--- src/rtl/wisc_pkg.sv ---
// Shared write-back definitions: register-file geometry and the queued entry format.
package wisc_pkg;

  localparam int DATA_W = 16;
  localparam int REG_W  = 4;

  localparam logic [REG_W-1:0] R0_IDX = '0;

  typedef struct packed {
    logic [REG_W-1:0]  rd;
    logic [DATA_W-1:0] data;
  } wb_entry_t;

endpackage

--- src/rtl/writeback_queue_if.sv ---
// Producer, register-file write port and operand-lookup signals of the write-back queue.
interface writeback_queue_if
  import wisc_pkg::*;
#(
  parameter int DEPTH = 4
);

  logic                       mem_valid;
  logic [REG_W-1:0]           mem_reg;
  logic [DATA_W-1:0]          mem_data;
  logic                       alu_valid;
  logic [REG_W-1:0]           alu_reg;
  logic [DATA_W-1:0]          alu_data;
  logic                       enq_ready;

  logic [REG_W-1:0]           dst_reg;
  logic                       write_reg;
  logic [DATA_W-1:0]          dst_data;

  logic [REG_W-1:0]           lk_reg1;
  logic [REG_W-1:0]           lk_reg2;
  logic                       lk_hit1;
  logic                       lk_hit2;
  logic [DATA_W-1:0]          lk_data1;
  logic [DATA_W-1:0]          lk_data2;

  logic [$clog2(DEPTH+1)-1:0] count;

  modport master (
    output mem_valid, mem_reg, mem_data, alu_valid, alu_reg, alu_data, lk_reg1, lk_reg2,
    input  enq_ready, dst_reg, write_reg, dst_data, lk_hit1, lk_hit2, lk_data1, lk_data2, count
  );

  modport slave (
    input  mem_valid, mem_reg, mem_data, alu_valid, alu_reg, alu_data, lk_reg1, lk_reg2,
    output enq_ready, dst_reg, write_reg, dst_data, lk_hit1, lk_hit2, lk_data1, lk_data2, count
  );

endinterface

--- src/rtl/writeback_queue_youngest_match.sv ---
// wbq_youngest_match: searches the occupied queue entries for a register and returns
// the data of the youngest match (closest to tail).
module wbq_youngest_match
  import wisc_pkg::*;
#(
  parameter  int DEPTH = 4,
  localparam int PW    = $clog2(DEPTH),
  localparam int CW    = $clog2(DEPTH+1)
) (
  input  wb_entry_t [DEPTH-1:0] entries,
  input  logic [PW-1:0]         head,
  input  logic [CW-1:0]         count,
  input  logic [REG_W-1:0]      lk_reg,
  output logic                  hit,
  output logic [DATA_W-1:0]     data
);

  // Walk oldest to youngest so a later match overrides an earlier one.
  always_comb begin
    hit  = 1'b0;
    data = '0;
    for (int i = 0; i < DEPTH; i++) begin
      if ((CW'(i) < count) && (entries[head + PW'(i)].rd == lk_reg)) begin
        hit  = 1'b1;
        data = entries[head + PW'(i)].data;
      end
    end
  end

endmodule

--- src/rtl/writeback_queue.sv ---
// In-order write-back queue feeding the register-file write port, with two-producer enqueue
// and operand forwarding. Build option WRITEBACK_QUEUE_DROP_R0_EN discards writes to R0.
module writeback_queue
  import wisc_pkg::*;
#(
  parameter int DEPTH = 4
) (
  input logic              clk,
  input logic              rst,
  writeback_queue_if.slave bus
);

  localparam int PW = $clog2(DEPTH);
  localparam int CW = $clog2(DEPTH+1);

  wb_entry_t [DEPTH-1:0] entries;
  logic [PW-1:0]         head;
  logic [PW-1:0]         tail;
  logic [CW-1:0]         cnt;

  logic                  mem_acc;
  logic                  alu_acc;
  logic                  mem_st;
  logic                  alu_st;
  logic                  deq;
  logic                  hit1;
  logic                  hit2;
  logic [DATA_W-1:0]     data1;
  logic [DATA_W-1:0]     data2;

  assign bus.enq_ready = rst && (cnt <= CW'(DEPTH-2));
  assign mem_acc       = bus.enq_ready && bus.mem_valid;
  assign alu_acc       = bus.enq_ready && bus.alu_valid;

`ifdef WRITEBACK_QUEUE_DROP_R0_EN
  // R0 requests complete the handshake but never occupy a slot.
  assign mem_st = mem_acc && (bus.mem_reg != R0_IDX);
  assign alu_st = alu_acc && (bus.alu_reg != R0_IDX);
`else
  assign mem_st = mem_acc;
  assign alu_st = alu_acc;
`endif

  assign deq = rst && (cnt != '0);

  always_ff @(posedge clk) begin
    if (!rst) begin
      head <= '0;
      tail <= '0;
      cnt  <= '0;
    end else begin
      tail <= tail + PW'(mem_st) + PW'(alu_st);
      if (deq) head <= head + PW'(1);
      cnt  <= cnt + CW'(mem_st) + CW'(alu_st) - CW'(deq);
    end
  end

  // Storage is not reset; only slots between head and tail are ever observed.
  always_ff @(posedge clk) begin
    if (mem_st) entries[tail] <= wb_entry_t'{rd: bus.mem_reg, data: bus.mem_data};
    if (alu_st) entries[tail + PW'(mem_st)] <= wb_entry_t'{rd: bus.alu_reg, data: bus.alu_data};
  end

  assign bus.write_reg = deq;
  assign bus.dst_reg   = deq ? entries[head].rd   : '0;
  assign bus.dst_data  = deq ? entries[head].data : '0;
  assign bus.count     = rst ? cnt : '0;

  wbq_youngest_match #(.DEPTH(DEPTH)) u_match1 (
    .entries (entries),
    .head    (head),
    .count   (cnt),
    .lk_reg  (bus.lk_reg1),
    .hit     (hit1),
    .data    (data1)
  );

  wbq_youngest_match #(.DEPTH(DEPTH)) u_match2 (
    .entries (entries),
    .head    (head),
    .count   (cnt),
    .lk_reg  (bus.lk_reg2),
    .hit     (hit2),
    .data    (data2)
  );

  assign bus.lk_hit1  = rst && hit1;
  assign bus.lk_hit2  = rst && hit2;
  assign bus.lk_data1 = (rst && hit1) ? data1 : '0;
  assign bus.lk_data2 = (rst && hit2) ? data2 : '0;

endmodule

--- src/flat_wrapper.sv ---
// flat-port wrapper written by rule: the top's interface ports become plain ports
module writeback_queue_flat import wisc_pkg::*;
#(
  parameter int DEPTH = 4
)
  (clk, rst, bus_mem_valid, bus_mem_reg, bus_mem_data, bus_alu_valid, bus_alu_reg, bus_alu_data, bus_lk_reg1, bus_lk_reg2, bus_enq_ready, bus_dst_reg, bus_write_reg, bus_dst_data, bus_lk_hit1, bus_lk_hit2, bus_lk_data1, bus_lk_data2, bus_count);
  writeback_queue_if #(.DEPTH(DEPTH)) bus_i ();
  input logic clk;
  input logic rst;
  input wire logic [$bits(bus_i.mem_valid)-1:0] bus_mem_valid;
  input wire logic [$bits(bus_i.mem_reg)-1:0] bus_mem_reg;
  input wire logic [$bits(bus_i.mem_data)-1:0] bus_mem_data;
  input wire logic [$bits(bus_i.alu_valid)-1:0] bus_alu_valid;
  input wire logic [$bits(bus_i.alu_reg)-1:0] bus_alu_reg;
  input wire logic [$bits(bus_i.alu_data)-1:0] bus_alu_data;
  input wire logic [$bits(bus_i.lk_reg1)-1:0] bus_lk_reg1;
  input wire logic [$bits(bus_i.lk_reg2)-1:0] bus_lk_reg2;
  output wire logic [$bits(bus_i.enq_ready)-1:0] bus_enq_ready;
  output wire logic [$bits(bus_i.dst_reg)-1:0] bus_dst_reg;
  output wire logic [$bits(bus_i.write_reg)-1:0] bus_write_reg;
  output wire logic [$bits(bus_i.dst_data)-1:0] bus_dst_data;
  output wire logic [$bits(bus_i.lk_hit1)-1:0] bus_lk_hit1;
  output wire logic [$bits(bus_i.lk_hit2)-1:0] bus_lk_hit2;
  output wire logic [$bits(bus_i.lk_data1)-1:0] bus_lk_data1;
  output wire logic [$bits(bus_i.lk_data2)-1:0] bus_lk_data2;
  output wire logic [$bits(bus_i.count)-1:0] bus_count;
  assign bus_i.mem_valid = bus_mem_valid;
  assign bus_i.mem_reg = bus_mem_reg;
  assign bus_i.mem_data = bus_mem_data;
  assign bus_i.alu_valid = bus_alu_valid;
  assign bus_i.alu_reg = bus_alu_reg;
  assign bus_i.alu_data = bus_alu_data;
  assign bus_i.lk_reg1 = bus_lk_reg1;
  assign bus_i.lk_reg2 = bus_lk_reg2;
  assign bus_enq_ready = bus_i.enq_ready;
  assign bus_dst_reg = bus_i.dst_reg;
  assign bus_write_reg = bus_i.write_reg;
  assign bus_dst_data = bus_i.dst_data;
  assign bus_lk_hit1 = bus_i.lk_hit1;
  assign bus_lk_hit2 = bus_i.lk_hit2;
  assign bus_lk_data1 = bus_i.lk_data1;
  assign bus_lk_data2 = bus_i.lk_data2;
  assign bus_count = bus_i.count;
  writeback_queue #(.DEPTH(DEPTH)) u_core (.clk(clk), .rst(rst), .bus(bus_i));
endmodule
--- config.mk ---
export PLATFORM = sky130hd
export DESIGN_NAME = writeback_queue_flat
export DESIGN_NICKNAME = d
export VERILOG_FILES = /design/src/rtl/wisc_pkg.sv /design/src/rtl/writeback_queue_if.sv /design/src/rtl/writeback_queue_youngest_match.sv /design/src/rtl/writeback_queue.sv /design/src/flat_wrapper.sv
export SDC_FILE = /design/constraint.sdc
export NUM_CORES = 1
export LEC_CHECK = 0
export BUFFER_PORTS_ARGS = -buffer_cell sky130_fd_sc_hd__buf_2
export CORE_MARGIN = 8
export CORE_UTILIZATION = 63
export CTS_CLUSTER_DIAMETER = 100
export CTS_CLUSTER_SIZE = 24
export DETAILED_ROUTE_END_ITERATION = 8
export PLACE_DENSITY = 0.87
export SLEW_MARGIN = 20
export SYNTH_ARGS = -nofsm -noshare
export SYNTH_HDL_FRONTEND = slang
export SYNTH_SLANG_ARGS = --single-unit
export TNS_END_PERCENT = 1
--- constraint.sdc ---
create_clock -name clk -period 10.9 [get_ports clk]
set_input_delay 2.725 -clock clk [delete_from_list [all_inputs] [get_ports clk]]
set_output_delay 2.725 -clock clk [all_outputs]
set_load 0.02 [all_outputs]
[After elaboration in Yosys (flattened, before gate mapping)]
Cells that the tools add are included.
Word-level totals
  input bits: 52
  bits in registers: 87
  output and inout port bits: 59
  logic and storage cells: 94
Cells by class
  order comparisons: 13
  equal/unequal tests: 8
  reductions and logical operators: 17
  muxes and demuxes: 37
  add/subtract/negate cells: 8
Operators with widths (count)
  16-bit 2-to-1 mux: 11
  20-bit binary-select mux with 2-bit select: 4
  80-bit bitwise mux: 2
  80-bit 2-to-1 mux: 2
  20-bit 2-to-1 mux: 6
  20-bit demux with 2-bit select: 2
  4-bit equality test: 8
  2-bit by 3-bit less-than comparator with 1-bit output, second input constant: 6
  1-bit logical AND: 16
  1-bit 2-to-1 mux: 8
  3-bit by 1-bit adder with 3-bit output: 2
  1-bit by 3-bit less-than comparator with 1-bit output, first input constant: 2
  2-bit by 3-bit less-than comparator with 1-bit output, first input constant: 2
  2-bit by 1-bit adder with 2-bit output: 2
  2-bit adder, second input constant: 2
  2-bit by 1-bit >= comparator with 1-bit output, second input constant: 2
  4-bit 2-to-1 mux: 1
  3-bit by 2-bit <= comparator with 1-bit output, second input constant: 1
  3-bit 2-to-1 mux: 1
  3-bit nonzero test: 1
  3-bit by 1-bit subtractor with 3-bit output: 1
  2-bit by 1-bit adder with 2-bit output, second input constant: 1

[Depth between registers and ports, before layout]
  depth in word-level cells: 10
  depth in mapped cells: 12
  mapped depth without buffers: 11

[By module]
A second synthesis with hierarchy kept.
Second synthesis, totals
  cells, all modules: 1220
  area total of the unflattened synthesis: 10132.2 um^2
Modules (own cells, without submodules)
  wbq_youngest_match: cells an instance 338, seq. area each 0.0 um^2, instances 2, area an instance 2710.1 um^2
  writeback_queue: cells an instance 544, seq. area each 1741.7 um^2, instances 1, area an instance 4712.0 um^2

[Least setup slack after synthesis]
OpenSTA, ideal clock, no wires.
  path kind: input -> output
  from: input bus_lk_reg1[1]
  to: output bus_lk_data1[10]
  path slack: 3.204 ns
  data arrival time: 4.971 ns
  data required time: 8.175 ns
  stages: 9
  path buffers: 3
  cell sequence: clkbuf_1 > nor3_1 > mux2_2 > o31ai_2 > or2_2 > clkbuf_1 > buf_4 > o221ai_1 > a211oi_1
Between the ends
  word-level cells in the longest chain between the ends: 8
  elaborated cells on any way between the ends: 18
  those cells by class: eq/ne: 4; mux: 9; reduce/logical: 5
RTL lines
  from (decl): line flat_wrapper.sv:16  | input wire logic [$bits(bus_i.lk_reg1)-1:0] bus_lk_reg1;
  4-bit equality test: line writeback_queue_youngest_match.sv:23  | if ((CW'(i) < count) && (entries[head + PW'(i)].rd == lk_reg)) begin
  1-bit logical AND: line writeback_queue_youngest_match.sv:23
  1-bit 2-to-1 mux (4 in series): line writeback_queue_youngest_match.sv:23
  1-bit logical AND: line writeback_queue.sv:89  | assign bus.lk_data1 = (rst && hit1) ? data1 : '0;
  16-bit 2-to-1 mux (*): line writeback_queue.sv:89
  to (decl): line flat_wrapper.sv:24  | output wire logic [$bits(bus_i.lk_data1)-1:0] bus_lk_data1;
Mark *: on every way between the ends. The rest lies on a longest branch, timed or not.

[Worst setup path after layout]
  from: input bus_lk_reg1[1]
  to: output bus_lk_data1[9]
The elaborated chain is that of the path after synthesis.

==> results_dict.tcl <==
set metrics [dict create \
    area.growth.synth_to_final_pct 10.7 \
    seqCellArea_um2 1750 \
    grt_pass1_wl_mm 36.7 \
    cts_resized 0 \
    drtIter0Drc 1465 \
    multi_input_area_um2 5360 \
    tns_ps 0 \
    final_cells 1092 \
    powerDensity_nw_per_um2 304 \
    port_buffers 110 \
    num_rows 40 \
    cts_max_path_buffers 2 \
    route.detailed.drc 0 \
    final_net_count 999 \
    crit_path_end_kind "output port" \
    holdBufCountCts 0 \
    dp.cells 1076 \
    r2r_start "u_core.cnt[2]" \
    worstSetupPathType "input pin to output port" \
    yosysUniqueCellTypes 48 \
    vias_per_cell 6.91 \
    pin_count 111 \
    r2r_cells 12 \
    routed_wl_mm 23.4 \
    worstHoldPathType "register to register" \
    intPower_mw 1.24 \
    sequentialPowerShare_pct 26.6 \
    place_area_um2 8010 \
    worstPathMaxFanout 18 \
    ir_drop_mv 0.120 \
    setup_viol 0 \
    avgRoutedWirePerCell_um 21.4 \
    cts_root_buf "clkbuf_16" \
    timing.rr.end "u_core.entries[18]" \
    combPwrFrac_pct 61.2 \
    endpoint "bus_lk_data1[9]" \
    status "completed" \
    worstSkewPairLatency_ps 360 \
    cpMostUsedCell "buf_2" \
    cts_tree "done" \
    fin_skew_ps 17.7 \
    grt_max_degree 82 \
    holdPathStages 2 \
    r2r_slack_ps 7710 \
    finalCritPeriodShare_pct 74.2 \
    p_clk_share_pct 12.2 \
    ys_warn_count 0 \
    final_max_slew_viol_count 0 \
    die_y_um 125 \
    die_w_um 125 \
    firstDrtPassIters 6 \
    n_fill_cell 879 \
    syn_nets 946 \
    routed-via-count 7550 \
    numCtsBuffers 9 \
    final_cell_area_um2 8330 \
    coreArea_um2 11800 \
    synth_seq_cells 87 \
    cp.required_ps 8180 \
    cp-startpoint "bus_lk_reg1[1]" \
    critPathMaxStageDelay_ps 890 \
    dieArea_um2 15700 \
    p_leak_nw 3.17 \
    dp.final_hpwl_mm 16.2 \
    rsz0062_at_grt "no" \
    ant_nets 0 \
    synth.avg_cell_area_um2 8.48 \
    p_sw_share_pct 50.8 \
    p_switching_mw 1.29 \
    slowest_stage "a2111oi_4" \
    max_slew_margin_pct 24.9 \
    start_kind "input pin" \
    max_freq_mhz 124 \
    grt_remaining_overflow 0 \
    antenna_found_initial 4 \
    start_util_pct 63.7 \
    yosys_most_used_dff "dfxtp_1" \
    synth-async-reset-ratio_pct 0 \
    seq_area_frac_synth_pct 23.1 \
    fin_crit_ps 8090 \
    worst_pin_slew_ps 1120 \
    antennaDiodeCount 0 \
    synth_edf_count 0 \
    netlist_instances 887 \
    place_congestion 0.978 \
    layout-drive-gt1-share_pct 22.1 \
    first_global_vias 6831 \
    hold_violations 0 \
    clkSinkCount 87 \
    arrival_ps 5370 \
    synth_area_um2 7520 \
    post_cts.repair.setup_buffers 0 \
    clk_pin_slew_worst_paths_ps 70 \
    drv_cap 0 \
    h-tree-depth 3 \
    path_cells "buf_2 > nor3b_1 > mux2_2 > o31ai_4 > nor2_1 > a2111oi_4 > a211oi_1 > buf_2" \
    grt_usage_pct 28.4 \
]
cell usage after synthesis, types with 4 or more instances:
library cell  instances  share of area (%)
mux2i_1             171                 23
nor2_1              115                5.7
a21oi_1              97                6.5
dfxtp_1              87                 23
clkbuf_1             49                2.4
o21ai_0              31                2.1
inv_1                26                1.3
nand2_1              24                1.2
mux4_2               19                5.7
mux2_2               18                2.7
xnor2_1              17                2.0
a211oi_1             16                1.6
a21bo_2              16                2.1
a31oi_1              16                1.3
o221ai_1             16                1.9
o32ai_1              16                1.9
xor2_1               16                1.9
a221oi_1             15                1.7
and2_1               15                1.2
o22ai_1              15                1.2
buf_1                11               0.55
buf_2                10               0.67
nor3_1                7               0.47
buf_4                 6               0.60
nand3_1               6               0.40
ha_1                  5               0.83
nor3b_1               5               0.50
buf_6                 4               0.60
o21ai_1               4               0.27
layer usage:
metal / wire (um) / GRT usage [%] / share of wire (%)
met2: 10100 / 42.7 / 43
met1: 9510 / 38.4 / 41
met5: 34 / 0 / 0.15
met4: 610 / 8.38 / 2.6
met3: 3200 / 8.37 / 14
state kept, by name, summed over array words and instances, names as in the netlist:
register,count
u_core.head,2
u_core.cnt,3
u_core.entries,80
u_core.tail,2
cell families after synthesis:
| logic type | after synthesis | share of synthesized area (%) |
|---|---|---|
| and+or+nand+nor | 192 | 11.5 |
| AOI/OAI and AO/OA | 254 | 22.8 |
| xor gates and xnor gates | 33 | 3.84 |
| muxes | 208 | 31.1 |
| buffers and inverters | 106 | 6.15 |
| DFF | 87 | 23.1 |
| adders and majority gates | 7 | 1.36 |
critical path, delay by kind of cell:
family          cells  cell delay (ps)
compound gates      3             1620
buf+inv             2              380
simple gates        2              300
mux                 1              320
per-stage QoR:
step,worst slack [ps],power [mW],utilization [%],hold slack (ps)
3_3_place_gp,2680,2.07,67.8,539
5_1_grt,2670,2.66,70.5,581
6_report,2810,2.53,70.5,555
2_1_floorplan,3200,1.75,-,524
4_1_cts,2580,2.45,70.3,557
3_5_place_dp,2590,2.12,67.8,546
how the worst min path moves through the flow:
stage | startpoint | endpoint | slack (ps)
2_1_floorplan | u_core.entries[20] | u_core.entries[20] | 520
3_3_place_gp | u_core.entries[65] | u_core.entries[65] | 540
3_5_place_dp | u_core.entries[69] | u_core.entries[69] | 550
4_1_cts | u_core.entries[47] | u_core.entries[47] | 560
5_1_grt | u_core.entries[13] | u_core.entries[13] | 580
6_report | u_core.entries[45] | u_core.entries[45] | 550
cell type report:
cell class / instances / area share (%)
sequential: 87 / 21.0
multi-input combinational: 694 / 64.4
inverter: 26 / 1.17
timing repair buffer: 122 / 7.69
clock buffer: 9 / 2.70
tap: 147 / 2.21
clock inverter: 7 / 0.871
placed cells by master, fill, tap and decap left out, types with 18 or more instances in the layout:
| cell | instances |
|---|---|
| nor2_1 | 115 |
| o21ai_0 | 31 |
| mux4_2 | 19 |
| nand2_1 | 24 |
| inv_1 | 26 |
| dfxtp_1 | 85 |
| mux2_2 | 18 |
| a21oi_1 | 97 |
| mux2i_1 | 171 |
| buf_2 | 110 |
power by group through the flow:
stage | logic (mW) | registers (mW) | clock network, mW
floorplan | 1.17 | 0.585 | 0
global placement | 1.43 | 0.640 | 0
detailed placement | 1.47 | 0.653 | 0
CTS | 1.49 | 0.656 | 0.308
global route | 1.65 | 0.683 | 0.321
finish | 1.55 | 0.672 | 0.309
No activity file was read; power rests on OpenSTA's default activity.
